### src/rtl/hazard_pkg.sv
// Shared constants for the pipeline hazard controller.
// Forwarding select codes and MCycle tracker FSM states.
package hazard_pkg;

    localparam logic [1:0] FWD_RF = 2'b00;
    localparam logic [1:0] FWD_W  = 2'b01;
    localparam logic [1:0] FWD_M  = 2'b10;
    localparam logic [1:0] FWD_MC = 2'b10;

    typedef enum logic [1:0] {
        IDLE = 2'd0,
        BUSY = 2'd1,
        ERR  = 2'd2
    } mc_state_e;

endpackage

### src/rtl/mc_tag_fifo.sv
// In-order tag FIFO for outstanding MCycle destinations.
// Circular buffer with valid vector and a 3-port parallel tag compare.
module mc_tag_fifo
    import hazard_pkg::*;
#(
    parameter int AW    = 5,
    parameter int DEPTH = 2,
    parameter int CW    = $clog2(DEPTH + 1)
) (
    input  logic             clk,
    input  logic             rst,
    input  logic             push_i,
    input  logic [AW-1:0]    tag_i,
    input  logic             pop_i,
    input  logic [AW-1:0]    addr1_i,
    input  logic [AW-1:0]    addr2_i,
    input  logic [AW-1:0]    addr3_i,
    output logic [DEPTH-1:0] hit1_o,
    output logic [DEPTH-1:0] hit2_o,
    output logic [DEPTH-1:0] hit3_o,
    output logic [DEPTH-1:0] head_oh_o,
    output logic [AW-1:0]    head_tag_o,
    output logic [CW-1:0]    count_o,
    output logic             empty_o,
    output logic             push_ok_o,
    output logic             pop_ok_o
);

    localparam int PW = (DEPTH > 1) ? $clog2(DEPTH) : 1;

    logic [DEPTH-1:0][AW-1:0] tag_q, tag_d;
    logic [DEPTH-1:0]         valid_q, valid_d;
    logic [PW-1:0]            head_q, head_d;
    logic [CW-1:0]            count_q, count_d;
    logic [PW-1:0]            tail;
    logic                     full;

    function automatic logic [PW-1:0] wrap(input int p);
        return (p >= DEPTH) ? PW'(p - DEPTH) : PW'(p);
    endfunction

    assign empty_o   = (count_q == '0);
    assign full      = (count_q == CW'(DEPTH));
    assign pop_ok_o  = pop_i & ~empty_o;
    // A full buffer still accepts a push when the head leaves in the same cycle.
    assign push_ok_o = push_i & (~full | pop_ok_o);
    assign tail      = wrap(int'(head_q) + int'(count_q));

    always_comb begin
        tag_d   = tag_q;
        valid_d = valid_q;
        head_d  = head_q;
        if (pop_ok_o) begin
            valid_d[head_q] = 1'b0;
            head_d          = wrap(int'(head_q) + 1);
        end
        if (push_ok_o) begin
            tag_d[tail]   = tag_i;
            valid_d[tail] = 1'b1;
        end
        count_d = count_q + CW'(push_ok_o) - CW'(pop_ok_o);
    end

    always_ff @(posedge clk) begin
        if (rst) begin
            tag_q   <= '0;
            valid_q <= '0;
            head_q  <= '0;
            count_q <= '0;
        end else begin
            tag_q   <= tag_d;
            valid_q <= valid_d;
            head_q  <= head_d;
            count_q <= count_d;
        end
    end

    always_comb begin
        head_oh_o         = '0;
        head_oh_o[head_q] = 1'b1;
        for (int i = 0; i < DEPTH; i++) begin
            hit1_o[i] = valid_q[i] & (tag_q[i] == addr1_i);
            hit2_o[i] = valid_q[i] & (tag_q[i] == addr2_i);
            hit3_o[i] = valid_q[i] & (tag_q[i] == addr3_i);
        end
    end

    assign head_tag_o = tag_q[head_q];
    assign count_o    = count_q;

    a_no_push_full: assert property (
        @(posedge clk) disable iff (rst) !(push_i && full && !pop_i));
    a_no_pop_empty: assert property (
        @(posedge clk) disable iff (rst) !(pop_i && empty_o));

endmodule

### src/rtl/hazard_scoreboard_unit.sv
// 5-stage hazard controller: forwarding, load-use, flush, MCycle scoreboard.
// Define HAZ_PERF_EN to add StallCnt/FlushCnt performance counters.
module hazard_scoreboard_unit
    import hazard_pkg::*;
#(
    parameter int AW         = 5,
    parameter int MC_DEPTH   = 2,
    parameter int MC_TIMEOUT = 64
) (
    input  logic          CLK,
    input  logic          RESET,
    input  logic [AW-1:0] rs1D,
    input  logic [AW-1:0] rs2D,
    input  logic [AW-1:0] rdD,
    input  logic          RegWriteD,
    input  logic          MCOpD,
    input  logic [AW-1:0] rs1E,
    input  logic [AW-1:0] rs2E,
    input  logic [AW-1:0] rdE,
    input  logic          MemtoRegE,
    input  logic          MCStartE,
    input  logic [1:0]    PCSrcE,
    input  logic          BranchMispredicted,
    input  logic [AW-1:0] rs2M,
    input  logic [AW-1:0] rdM,
    input  logic          RegWriteM,
    input  logic          MemWriteM,
    input  logic [AW-1:0] rdW,
    input  logic          RegWriteW,
    input  logic          MemtoRegW,
    input  logic          MCDone,
    output logic          StallF,
    output logic          StallD,
    output logic          StallE,
    output logic          FlushD,
    output logic          FlushE,
    output logic [1:0]    ForwardAE,
    output logic [1:0]    ForwardBE,
    output logic [1:0]    Forward1D,
    output logic [1:0]    Forward2D,
    output logic          ForwardM,
    output logic          MCBusy,
    output logic          MCErr
`ifdef HAZ_PERF_EN
    ,
    output logic [31:0]   StallCnt,
    output logic [31:0]   FlushCnt
`endif
);

    localparam int CW = $clog2(MC_DEPTH + 1);
    localparam int TW = $clog2(MC_TIMEOUT) + 1;

    logic [MC_DEPTH-1:0] hit1, hit2, hit3, head_oh, live;
    logic [AW-1:0]       head_tag;
    logic [CW-1:0]       mc_count;
    logic                mc_empty, mc_push, mc_pop, mc_drain;
    logic                lw_stall, sb_hit, struct_stall, sb_stall;
    logic                stall, redirect, flush_e, in_err;
    logic                mc_fwd;
    int                  occ;
    mc_state_e           state_q, state_d;
    logic [TW-1:0]       timer_q, timer_d;
    logic                unused_pcsrc;

    assign unused_pcsrc = PCSrcE[0];

    mc_tag_fifo #(
        .AW    (AW),
        .DEPTH (MC_DEPTH),
        .CW    (CW)
    ) u_fifo (
        .clk        (CLK),
        .rst        (RESET),
        .push_i     (MCStartE),
        .tag_i      (rdE),
        .pop_i      (MCDone),
        .addr1_i    (rs1D),
        .addr2_i    (rs2D),
        .addr3_i    (rdD),
        .hit1_o     (hit1),
        .hit2_o     (hit2),
        .hit3_o     (hit3),
        .head_oh_o  (head_oh),
        .head_tag_o (head_tag),
        .count_o    (mc_count),
        .empty_o    (mc_empty),
        .push_ok_o  (mc_push),
        .pop_ok_o   (mc_pop)
    );

    always_comb begin
        ForwardAE = FWD_RF;
        if (RegWriteM && rdM != '0 && rs1E == rdM)
            ForwardAE = FWD_M;
        else if (RegWriteW && rdW != '0 && rs1E == rdW)
            ForwardAE = FWD_W;

        ForwardBE = FWD_RF;
        if (RegWriteM && rdM != '0 && rs2E == rdM)
            ForwardBE = FWD_M;
        else if (RegWriteW && rdW != '0 && rs2E == rdW)
            ForwardBE = FWD_W;
    end

    // The completing head result is bypassed into D, so it no longer blocks.
    assign mc_fwd = MCDone & ~mc_empty;
    assign live   = MCDone ? ~head_oh : '1;

    always_comb begin
        Forward1D = FWD_RF;
        if (mc_fwd && rs1D != '0 && rs1D == head_tag)
            Forward1D = FWD_MC;
        else if (RegWriteW && rdW != '0 && rs1D == rdW)
            Forward1D = FWD_W;

        Forward2D = FWD_RF;
        if (mc_fwd && rs2D != '0 && rs2D == head_tag)
            Forward2D = FWD_MC;
        else if (RegWriteW && rdW != '0 && rs2D == rdW)
            Forward2D = FWD_W;
    end

    assign ForwardM = (rs2M == rdW) & MemWriteM & MemtoRegW & (rdW != '0);

    assign lw_stall = MemtoRegE & (rdE != '0) & ((rs1D == rdE) | (rs2D == rdE));

    assign sb_hit = ((rs1D != '0) & |(hit1 & live))
                  | ((rs2D != '0) & |(hit2 & live))
                  | (RegWriteD & (rdD != '0) & |(hit3 & live));

    assign occ          = int'(mc_count) + int'(MCStartE) - int'(MCDone);
    assign struct_stall = MCOpD & (occ >= MC_DEPTH);
    assign sb_stall     = sb_hit | struct_stall | in_err;

    assign stall    = lw_stall | sb_stall;
    assign redirect = PCSrcE[1] | BranchMispredicted;
    assign flush_e  = stall | redirect;

    assign StallF = stall;
    assign StallD = stall;
    assign StallE = 1'b0;
    assign FlushD = redirect;
    assign FlushE = flush_e;

    assign mc_drain = (int'(mc_count) + int'(mc_push) - int'(mc_pop)) == 0;

    always_ff @(posedge CLK) begin
        if (RESET) begin
            state_q <= IDLE;
            timer_q <= '0;
        end else begin
            state_q <= state_d;
            timer_q <= timer_d;
        end
    end

    always_comb begin
        state_d = state_q;
        timer_d = timer_q;
        unique case (state_q)
            IDLE: begin
                timer_d = '0;
                if (mc_push)
                    state_d = BUSY;
            end
            BUSY: begin
                if (mc_drain) begin
                    state_d = IDLE;
                    timer_d = '0;
                end else if (mc_pop) begin
                    timer_d = '0;
                end else if (timer_q == TW'(MC_TIMEOUT - 1)) begin
                    state_d = ERR;
                end else begin
                    timer_d = timer_q + TW'(1);
                end
            end
            ERR: begin
                state_d = ERR;
            end
            default: begin
                state_d = IDLE;
                timer_d = '0;
            end
        endcase
    end

    always_comb begin
        in_err = (state_q == ERR);
        MCBusy = (state_q != IDLE);
        MCErr  = (state_q == ERR);
    end

`ifdef HAZ_PERF_EN
    logic [31:0] stall_cnt_q, stall_cnt_d;
    logic [31:0] flush_cnt_q, flush_cnt_d;

    always_comb begin
        stall_cnt_d = stall_cnt_q + {31'b0, stall};
        flush_cnt_d = flush_cnt_q + {31'b0, flush_e};
    end

    always_ff @(posedge CLK) begin
        if (RESET) begin
            stall_cnt_q <= '0;
            flush_cnt_q <= '0;
        end else begin
            stall_cnt_q <= stall_cnt_d;
            flush_cnt_q <= flush_cnt_d;
        end
    end

    assign StallCnt = stall_cnt_q;
    assign FlushCnt = flush_cnt_q;
`endif

endmodule

### config.mk
export PLATFORM = sky130hd
export DESIGN_NAME = hazard_scoreboard_unit
export DESIGN_NICKNAME = d
export VERILOG_FILES = /design/src/rtl/hazard_pkg.sv /design/src/rtl/mc_tag_fifo.sv /design/src/rtl/hazard_scoreboard_unit.sv
export SDC_FILE = /design/constraint.sdc
export NUM_CORES = 1
export LEC_CHECK = 0
export ABC_AREA = 0
export CAP_MARGIN = 15
export CORE_AREA = 2 2 106 108
export DETAILED_ROUTE_END_ITERATION = 10
export DIE_AREA = 0 0 108 110
export PLACE_DENSITY_LB_ADDON = 0.12
export SLEW_MARGIN = 10
export SYNTH_ARGS = -nofsm -noshare
export SYNTH_HDL_FRONTEND = slang
export SYNTH_SLANG_ARGS = --single-unit
### constraint.sdc
create_clock -name CLK -period 3.2 [get_ports CLK]
set_input_delay 0.64 -clock CLK [delete_from_list [all_inputs] [get_ports CLK]]
set_output_delay 0.64 -clock CLK [all_outputs]
set_load 0.005 [all_outputs]
# After elaboration in Yosys (flattened, before gate mapping)
# Cells that the tools add are included.
word_totals:
  reg_bits: 24
  in_bits: 59
  output_inout_bits: 16
  wordCells: 146
op_classes:
  add_sub_neg: 11
  magnitude_cmp: 7
  n_eq_ne: 25
  n_mux: 31
  bitwise: 36
  n_reduce_logical: 29
ops:
  columns: ["cell", "count"]
  rows:
  - ["$eq A5 B5 Y1", 17]
  - ["$logic_not A32 Y1", 1]
  - ["$reduce_bool A5 Y1", 6]
  - ["$mux W2", 11]
  - ["$mux W7", 3]
  - ["$and A1 B1 Y1", 18]
  - ["$mux W5", 3]
  - ["$logic_and A1 B1 Y1", 14]
  - ["$pmux W7 S2", 1]
  - ["$bwmux W10", 1]
  - ["$or A1 B1 Y1", 9]
  - ["$and A2 B2 Y2", 4]
  - ["$mux W1", 8]
  - ["$sub A3 B1 Y4", 2]
  - ["$add A7 B1 Y7 const B", 1]
  - ["$eq A7 B6 Y1 const B", 1]
  - ["$add A2 B1 Y3", 2]
  - ["$ne A3 B3 Y1 const B", 2]
  - ["$pmux W2 S3", 1]
  - ["$reduce_or A2 Y1", 3]
  - ["$demux W5 S1", 1]
  - ["$eq A2 B2 Y1 const B", 2]
  - ["$ge A4 B3 Y1 const B", 1]
  - ["$logic_not A2 Y1", 2]
  - ["19 further kinds", 25]

# Longest topological paths before layout
# Gate-level depths: netlist of the first run.
depth:
  depth_word: 15
  ltp_mapped: 13

# Cells and area by module
# Synthesis of the first run repeated with hierarchy kept, for this count alone.
hier_totals:
  hier_cells: 352
  hier_area_um2: 2864.0
by_module_without_submodules:
  columns: ["module", "n_inst", "cells_each", "area_each_um2"]
  rows:
  - ["hazard_scoreboard_unit", 1, 198, 1605.3]
  - ["mc_tag_fifo", 1, 154, 1258.7]

# Worst setup path before layout of the first run
# Ideal clock, no wire load.
synth_path:
  kind: "input to register"
  from: "in MCDone"
  to: "reg timer_q[5]"
  t_arrival_ps: 2869
  t_required_ps: 3085
  slack_ps: 216
  path_stages: 11
  path_cell_list: "o21ai_1 nor2_1 a21o_1 ha_1 inv_1 fa_1 nand2b_1 o311a_1 a21oi_2 a21boi_0 o21ba_2"
synth_between:
  elab_chain_len: 8
  elab_cells_between_ends: 11
synth_lines:
  columns: ["element", "line", "source"]
  rows:
  - ["start, declared", "hazard_scoreboard_unit.sv:31", "input logic MCDone,"]
  - ["$and A1 B1 Y1 (*)", "mc_tag_fifo.sv:44", "assign pop_ok_o = pop_i & ~empty_o;"]
  - ["$or A1 B1 Y1", "mc_tag_fifo.sv:46", "assign push_ok_o = push_i & (~full | pop_ok_o);"]
  - ["$and A1 B1 Y1", "mc_tag_fifo.sv:46", null]
  - ["$add A2 B1 Y3", "hazard_scoreboard_unit.sv:146", "assign mc_drain = (int'(mc_count) + int'(mc_push) - int'(mc_pop)) == 0;"]
  - ["$sub A3 B1 Y4", "hazard_scoreboard_unit.sv:146", null]
  - ["$logic_not A32 Y1", "hazard_scoreboard_unit.sv:146", null]
  - ["$ne A4 B4 Y1 (no source line) or $mux W7 (tied branches)", null, null]
  - ["$reduce_and A2 Y1 (no source line) or $pmux W7 S2 (tied branches)", null, null]
  - ["end signal, assigned", "hazard_scoreboard_unit.sv:154", "timer_q <= timer_d;"]
  - ["end, declared", "hazard_scoreboard_unit.sv:63", "logic [TW-1:0] timer_q, timer_d;"]
# Every way passes the cells marked *; elsewhere a longest branch is shown, timed or not.
# A chain may end at the register's enable or synchronous reset.

# Worst setup path in the final report of the first run
layout_path:
  from: "in rs1D[0]"
  to: "out Forward1D[1]"
layout_between:
  elab_chain_len: 4
  elab_cells_between_ends: 5
layout_lines:
  columns: ["element", "line", "source"]
  rows:
  - ["start, declared", "hazard_scoreboard_unit.sv:12", "input logic [AW-1:0] rs1D,"]
  - ["$reduce_bool A5 Y1", "hazard_scoreboard_unit.sv:112", "if (mc_fwd && rs1D != '0 && rs1D == head_tag)"]
  - ["$logic_and A1 B1 Y1", "hazard_scoreboard_unit.sv:112", null]
  - ["$logic_and A1 B1 Y1 (*)", "hazard_scoreboard_unit.sv:112", null]
  - ["$mux W2 (*)", "hazard_scoreboard_unit.sv:112", null]
  - ["end, declared", "hazard_scoreboard_unit.sv:39", "output logic [1:0] Forward1D,"]
# Marks and branches as above.

==> results of run 1 <==
## worst max-delay path by stage
stage / from / slack [ns] / end
floorplan: MCDone / 0.22 / timer_q[5]
global placement: MCDone / -0.58 / FlushE
detailed placement: MCDone / -0.60 / FlushE
CTS: MCDone / -0.12 / FlushE
global route: rdM[4] / -0.009 / ForwardBE[1]
finish: rs1D[0] / 0.07 / Forward1D[1]
## synthesized netlist by cell type, types with 2 or more instances
cell type	number
xnor2_1	63
xor2_1	29
dfxtp_1	24
nor2_1	24
clkbuf_1	17
mux2i_1	15
nand2_1	15
inv_1	11
nand3_1	11
nor4_1	11
buf_2	10
ha_1	7
nand4_1	7
nor3_1	7
a21oi_1	6
nand2b_1	6
or4_1	6
buf_6	4
a21boi_0	3
o211ai_1	3
o21a_1	3
o21ai_0	3
o22ai_1	3
a21o_1	2
buf_4	2
fa_1	2
nor4b_2	2
or4_4	2
## flip-flops by register name (all words and copies together), names as in the netlist
signal          flops
u_fifo.tag_q       10
timer_q             7
state_q             2
u_fifo.count_o      2
u_fifo.valid_q      2
u_fifo.head_q       1
## metrics by stage
step	setup TNS, ns	utilization	area [um^2]	setup WS, ns
2_1_floorplan	0	-	2600	0.216
3_3_place_gp	-4.22	0.353	3770	-0.582
3_5_place_dp	-4.11	0.353	3770	-0.600
4_1_cts	-0.118	0.362	3880	-0.118
5_1_grt	-0.00911	0.370	3950	-0.00911
6_report	0	0.370	3950	0.0744
## cells in the final DEF (no fill, tap or decap), types with 4 or more instances in the layout
cell type	netlist	routed
dlygate4sd2_1	0	9
nand2b_1	6	6
nand3_1	11	10
inv_1	11	10
nor3_1	7	7
xnor2_1	63	63
or4_1	6	5
dfxtp_1	24	23
xor2_1	29	29
clkdlybuf4s50_1	0	55
nor4_2	1	4
nor2_1	24	23
a21oi_1	6	6
nor4_1	11	7
ha_1	7	5
dlymetal6s2s_1	0	4
mux2i_1	15	14
buf_4	2	55
nand2_1	15	14
nand4_1	7	7
## repair_timing
item | CTS | global route
pin swaps | 11 | 13
setup endpoints to repair | 10 | 8
gates resized for setup | 29 | 23
endpoints found under the hold margin | 0 | 0
setup buffers | 2 | 0
## cells by family (layout without fill, tap and decap cells)
family                     count (synthesis)  count (layout)
AOI/OAI and AO/OA                         37              37
xor gates and xnor gates                  92              92
adders and majority gates                  9               9
buffers and inverters                     44             146
DFF                                       24              24
muxes                                     15              15
other                                      1               1
and+or+nand+nor                           97              97
## layout make-up
class                   instances  share of cell area
clock buffers                   3              0.0104
inverters                      11              0.0104
clock inverters                 1             0.00759
multi-input cells             251               0.510
flip-flops and latches         24               0.122
well taps                     140              0.0443
repair buffers                131               0.295
## layer usage
| layer | share of wire | vias to the layer above | routed length [um] |
|---|---|---|---|
| met5 | 0 | - | 0 |
| met4 | 0.013 | 0 | 105 |
| met3 | 0.049 | 6 | 398 |
| met2 | 0.43 | 56 | 3540 |
| met1 | 0.50 | 1152 | 4110 |
| li1 | - | 1285 | - |
## report_power, final
| group | total [mW] | switching (mW) | internal [mW] |
|---|---|---|---|
| registers | 0.438 | 0.0881 | 0.350 |
| clock network | 0.275 | 0.108 | 0.167 |
| logic | 0.901 | 0.419 | 0.482 |
## worst register-to-register path: stages (launching register included)
cell	delay, ns
dfxtp_1	0.50
o21ai_1	0.12
nor2_1	0.13
a21o_1	0.10
ha_1	0.16
inv_1	0.06
fa_1	0.50
nand2b_1	0.08
o311a_1	0.39
a21oi_2	0.25
a21boi_0	0.12
o21ba_2	0.20
==> results.toml, run 1 <==
[timing]
min_period_ns = 3.13
finalHoldViolations = 0
finalSetupViolations = 0
finClkSkew_ns = 0.00122
fmax_mhz = 320
finalMaxSlewViolations = 0
timing.hold.ws_ns = 0.448
fin_crit_sh = 0.977

[placement]
dp_hpwl_um = 6490
dp.cells = 556
gp_routability_congestion = 0.780
io_buffers = 72

[synth]
synth_top_family_by_area = "XOR/XNOR gates"
yosysWarnings = 0
syn_nets = 387
synth-simple-area-share = 0.209
synthCells = 319
yosys.area.top_type = "xnor2_1"
synth-seq-cells = 24
syn_area_per_cell_um2 = 8.15
synth_xor_area_frac = 0.310
syn_area_mm2 = 0.00260
synth_edf_count = 0
synth_mux_area_frac = 0.0577
synth_top_area_frac = 0.212
async_flop_share = 0
synth_area_leaders = "xnor2_1, dfxtp_1, xor2_1"
synth_compound_area_frac = 0.106
synth-adder-area-share = 0.0491
ys_types = 49
ys.flop_type = "dfxtp_1"
synth.yosys.seq_area_share = 0.185

[setup_path]
cp_slowest_stage_delay_ns = 0.56
required_ns = 2.56
r2r-end = "timer_q[5]"
arrival_ns = 2.49
timing.critical_path.buf_inv = 3
critical_path.top_delay_family = "buffers and inverters"
startpoint_type = "input pin"
cp_common_cell = "clkdlybuf4s50_1"
crit_fanout = 7
crit_cells = 6
worst-setup-path-type = "in2out"
crit_path_end_kind = "output port"
crit_slowest_cell = "clkdlybuf4s50_1"
cp_cell_sequence = "clkdlybuf4s50_1 > buf_12 > xnor2_1 > nor4_1 > nor4b_4 > clkdlybuf4s50_1"
rr_startpoint = "u_fifo.count_o[1]"
rr_worst_depth = 11
rrSetupSlack_ns = 0.49

[drt]
vias_per_cell = 4.45
firstDrtPassIters = 4
drt_iter0_markers = 140
route.detailed.wl_per_inst_um = 14.5
num_vias = 2499
drc = 0
ant_nets = 0
drt-total-wl_um = 8150

[pwr]
p_leak_nw = 1.55
max-vdd-ir-drop_v = 0.000185
power-per-cell-area_mw_per_mm2 = 408
finalPower_mw = 1.61

[global_route]
met1_usage = 0.192
use_met2 = 0.227
grt_pass1_wl_um = 12900
grt_busiest_layer = "met2"
grt_max_degree = 15
grt_usage = 0.137
grtUsageMet3 = 0.0212
grt_remaining_overflow = 0
grt_pass1_vias = 2470
grt_antenna_before_repair = 0

[floorplanning]
core_mm2 = 0.0107
die_y_um = 110
top_level_ports = 75
num_rows = 38
die_x_um = 108
die_area_mm2 = 0.0119
start_util = 0.243

[finish]
multi_input_area_mm2 = 0.00202
regArea_um2 = 482
drive_gt1_frac = 0.226
nets = 490
antenna_cells = 0
syn_to_final_growth_pct = 52.0
n_fill_cell = 1118
layout.cells.non_filler = 561

[clock_tree]
clk_path_buf_depth = 2
cts_made_buffers = 3
insertion_delay_ns = 0.27
holdBufCountCts = 0
cts.sinks = 24
cts_tree = "yes"
path_clk_slew_ns = 0.09
ctsHtreeMaxLevel = 1
cts-root-buf = "clkbuf_8"

[min_path]
min_path_type = "reg2reg"
hp-start = "state_q[1]"
holdPathStages = 1
min_to = "state_q[0]"

[job]
maxCapViolCount = 0

[outcome]
outcome = "finished, final reports clean"
Note: power is estimated with default switching activity, not from simulation.
==> run 2: changes to the inputs <==
--- a/config.mk
+++ b/config.mk
@@ -10,6 +10,7 @@
 export CORE_AREA = 2 2 106 108
 export DETAILED_ROUTE_END_ITERATION = 10
 export DIE_AREA = 0 0 108 110
+export GPL_TIMING_DRIVEN = 0
 export PLACE_DENSITY_LB_ADDON = 0.12
 export SLEW_MARGIN = 10
 export SYNTH_ARGS = -nofsm -noshare
==> run 2 against run 1 <==
Compared with the run above: critical path depth grew 6; core utilization shrank 4.1 points; combinational power shrank 4.4%; maximum frequency shrank 0.25%; sequential power shrank 7.1%; final area shrank 11%; routed wire length shrank 3.1%; cell count shrank 6.8%.
==> results.toml, run 2 (same netlist as run 1, synthesis figures left out) <==
[finish]
regMostFlops = "u_fifo.tag_q"
n_fill_cell = 1165
nets = 452
final_common_cell = "xnor2_1"
drive_gt1_frac = 0.144
antenna_cells = 0
multi_input_area_mm2 = 0.00197
syn_to_final_growth_pct = 35.0
postLayoutCoreUtil = 0.328
regArea_um2 = 483
largest_reg_flops = 10
reg.largest.list = "u_fifo.tag_q: 10 flops, timer_q: 7 flops"
final_cell_mix = "xnor2_1, clkdlybuf4s50_1, xor2_1"

[pwr]
max-vdd-ir-drop_v = 0.000177
power-per-cell-area_mw_per_mm2 = 439
p_leak_nw = 1.30

[clock_tree]
cts_made_buffers = 3
ctsHtreeMaxLevel = 1
cts_tree = "yes"
clk_path_buf_depth = 2
insertion_delay_ns = 0.28
cts.sinks = 24
holdBufCountCts = 0
path_clk_slew_ns = 0.10
cts-root-buf = "clkbuf_8"

[outcome]
outcome = "finished, final reports clean"

[global_route]
grt_max_degree = 15
grt_antenna_before_repair = 0
grt_remaining_overflow = 0
grt_usage = 0.133
grt_pass1_wl_um = 12200
grt_pass1_vias = 2247

[timing]
finClkSkew_ns = 0.0101
fin_crit_sh = 0.979
finalHoldViolations = 0
finalSetupViolations = 0
grt_setup_unrepaired = "true"
worst_pin_slew_ns = 0.675
maxSlewHeadroom = 0.546
finalMaxSlewViolations = 0
fmax_mhz = 319
timing.hold.ws_ns = 0.450
min_period_ns = 3.13

[job]
maxCapViolCount = 0

[setup_path]
crit_path_end_kind = "output port"
arrival_ns = 2.49
rr_worst_depth = 13
rrSetupSlack_ns = 0.28
crit_fanout = 7
rr_startpoint = "u_fifo.count_o[0]"
required_ns = 2.56
worst-setup-path-type = "in2out"
startpoint_type = "input pin"
r2r-end = "timer_q[5]"

[min_path]
hp-start = "state_q[1]"
holdPathStages = 1
min_path_type = "reg2reg"
min_to = "state_q[0]"

[drt]
ant_nets = 0
vias_per_cell = 4.56
drt_iter0_markers = 78
firstDrtPassIters = 5
drc = 0
num_vias = 2387
route.detailed.wl_per_inst_um = 15.1
drt-total-wl_um = 7900

[floorplanning]
core_mm2 = 0.0107
die_area_mm2 = 0.0119
die_x_um = 108
top_level_ports = 75
num_rows = 38
die_y_um = 110
start_util = 0.243

[placement]
gp_routability_congestion = 0.798
io_buffers = 57
dp_hpwl_um = 6260
[run 2: cell count changes in the layout (fill, tap and decap cells not counted), moves of 2 or more]
cell	before	now
buf_2	2	10
buf_4	55	8
buf_6	3	6
clkbuf_1	0	14
clkdlybuf4s50_1	55	45
dlygate4sd2_1	9	5
dlymetal6s2s_1	4	2
inv_1	10	8
nor4_1	7	11
nor4_2	4	1
nor4b_2	0	2
nor4b_4	2	0
o21ai_2	0	2
[run 2: cell type report]
type / instances / area share
Buffer: 30 / 0.0481
Timing Repair Buffer: 63 / 0.171
Inverter: 11 / 0.0132
Clock inverter: 1 / 0.00855
Tap cell: 140 / 0.0499
Clock buffer: 3 / 0.0118
Sequential cell: 24 / 0.138
Multi-Input combinational cell: 251 / 0.560
[run 2: routing by layer]
layer,GRT usage,part of all wire,up-vias
li1,-,-,1211
met5,0,0,-
met1,0.185,0.49,1109
met3,0.0200,0.049,9
met4,0.0339,0.018,0
met2,0.214,0.45,58
[run 2: critical path, stage by stage]
cell and delay, ns:
buf_6 0.12, ha_4 0.23, inv_2 0.06, ha_4 0.12
inv_2 0.04, fa_1 0.52, a22o_1 0.15, nand2_1 0.08
a31oi_1 0.17, nand3_1 0.11, buf_4 0.16, clkbuf_2 0.10
[run 2: worst max-delay path by stage]
stage,start,end,depth (start not counted)
3_5_place_dp,MCDone,timer_q[5],12
2_1_floorplan,MCDone,timer_q[5],11
6_report,MCDone,StallF,12
4_1_cts,MCDone,StallF,12
5_1_grt,u_fifo.count_o[0],StallF,13
3_3_place_gp,MCDone,timer_q[5],12
[run 2: timing repair]
item | 4_1_cts | 5_1_grt
endpoints found under the setup margin | 17 | 13
resized for setup | 28 | 19
endpoints found under the hold margin | 0 | 0
pin swaps | 3 | 4
setup buffers | 0 | 6
[run 2: power breakdown]
group          switching, mW  internal (mW)  leakage, nW
logic                  0.437          0.424         1.07
registers             0.0562          0.350        0.197
clock network          0.106          0.168       0.0357
total                  0.599          0.942         1.30
[run 2: metrics by stage]
step / cells / total power, mW / cell area [um^2] / setup slack (ns) / TNS [ns]
after floorplan: 319 / 0.981 / 2600 / 0.216 / 0
after global placement: 516 / 1.22 / 3350 / -0.860 / -8.56
after detailed placement: 516 / 1.23 / 3350 / -0.875 / -8.93
after CTS: 520 / 1.51 / 3430 / -0.131 / -0.150
after global routing: 523 / 1.67 / 3510 / -0.0772 / -0.100
final: 523 / 1.54 / 3510 / 0.0667 / 0
==> run 3: changes to the inputs <==
--- a/config.mk
+++ b/config.mk
@@ -8,6 +8,7 @@
 export ABC_AREA = 0
 export CAP_MARGIN = 15
 export CORE_AREA = 2 2 106 108
+export CTS_CLUSTER_DIAMETER = 60
 export DETAILED_ROUTE_END_ITERATION = 10
 export DIE_AREA = 0 0 108 110
 export GPL_TIMING_DRIVEN = 0
==> results of run 3 <==
The final DEF is identical to that of run 2; final timing and power are the same.
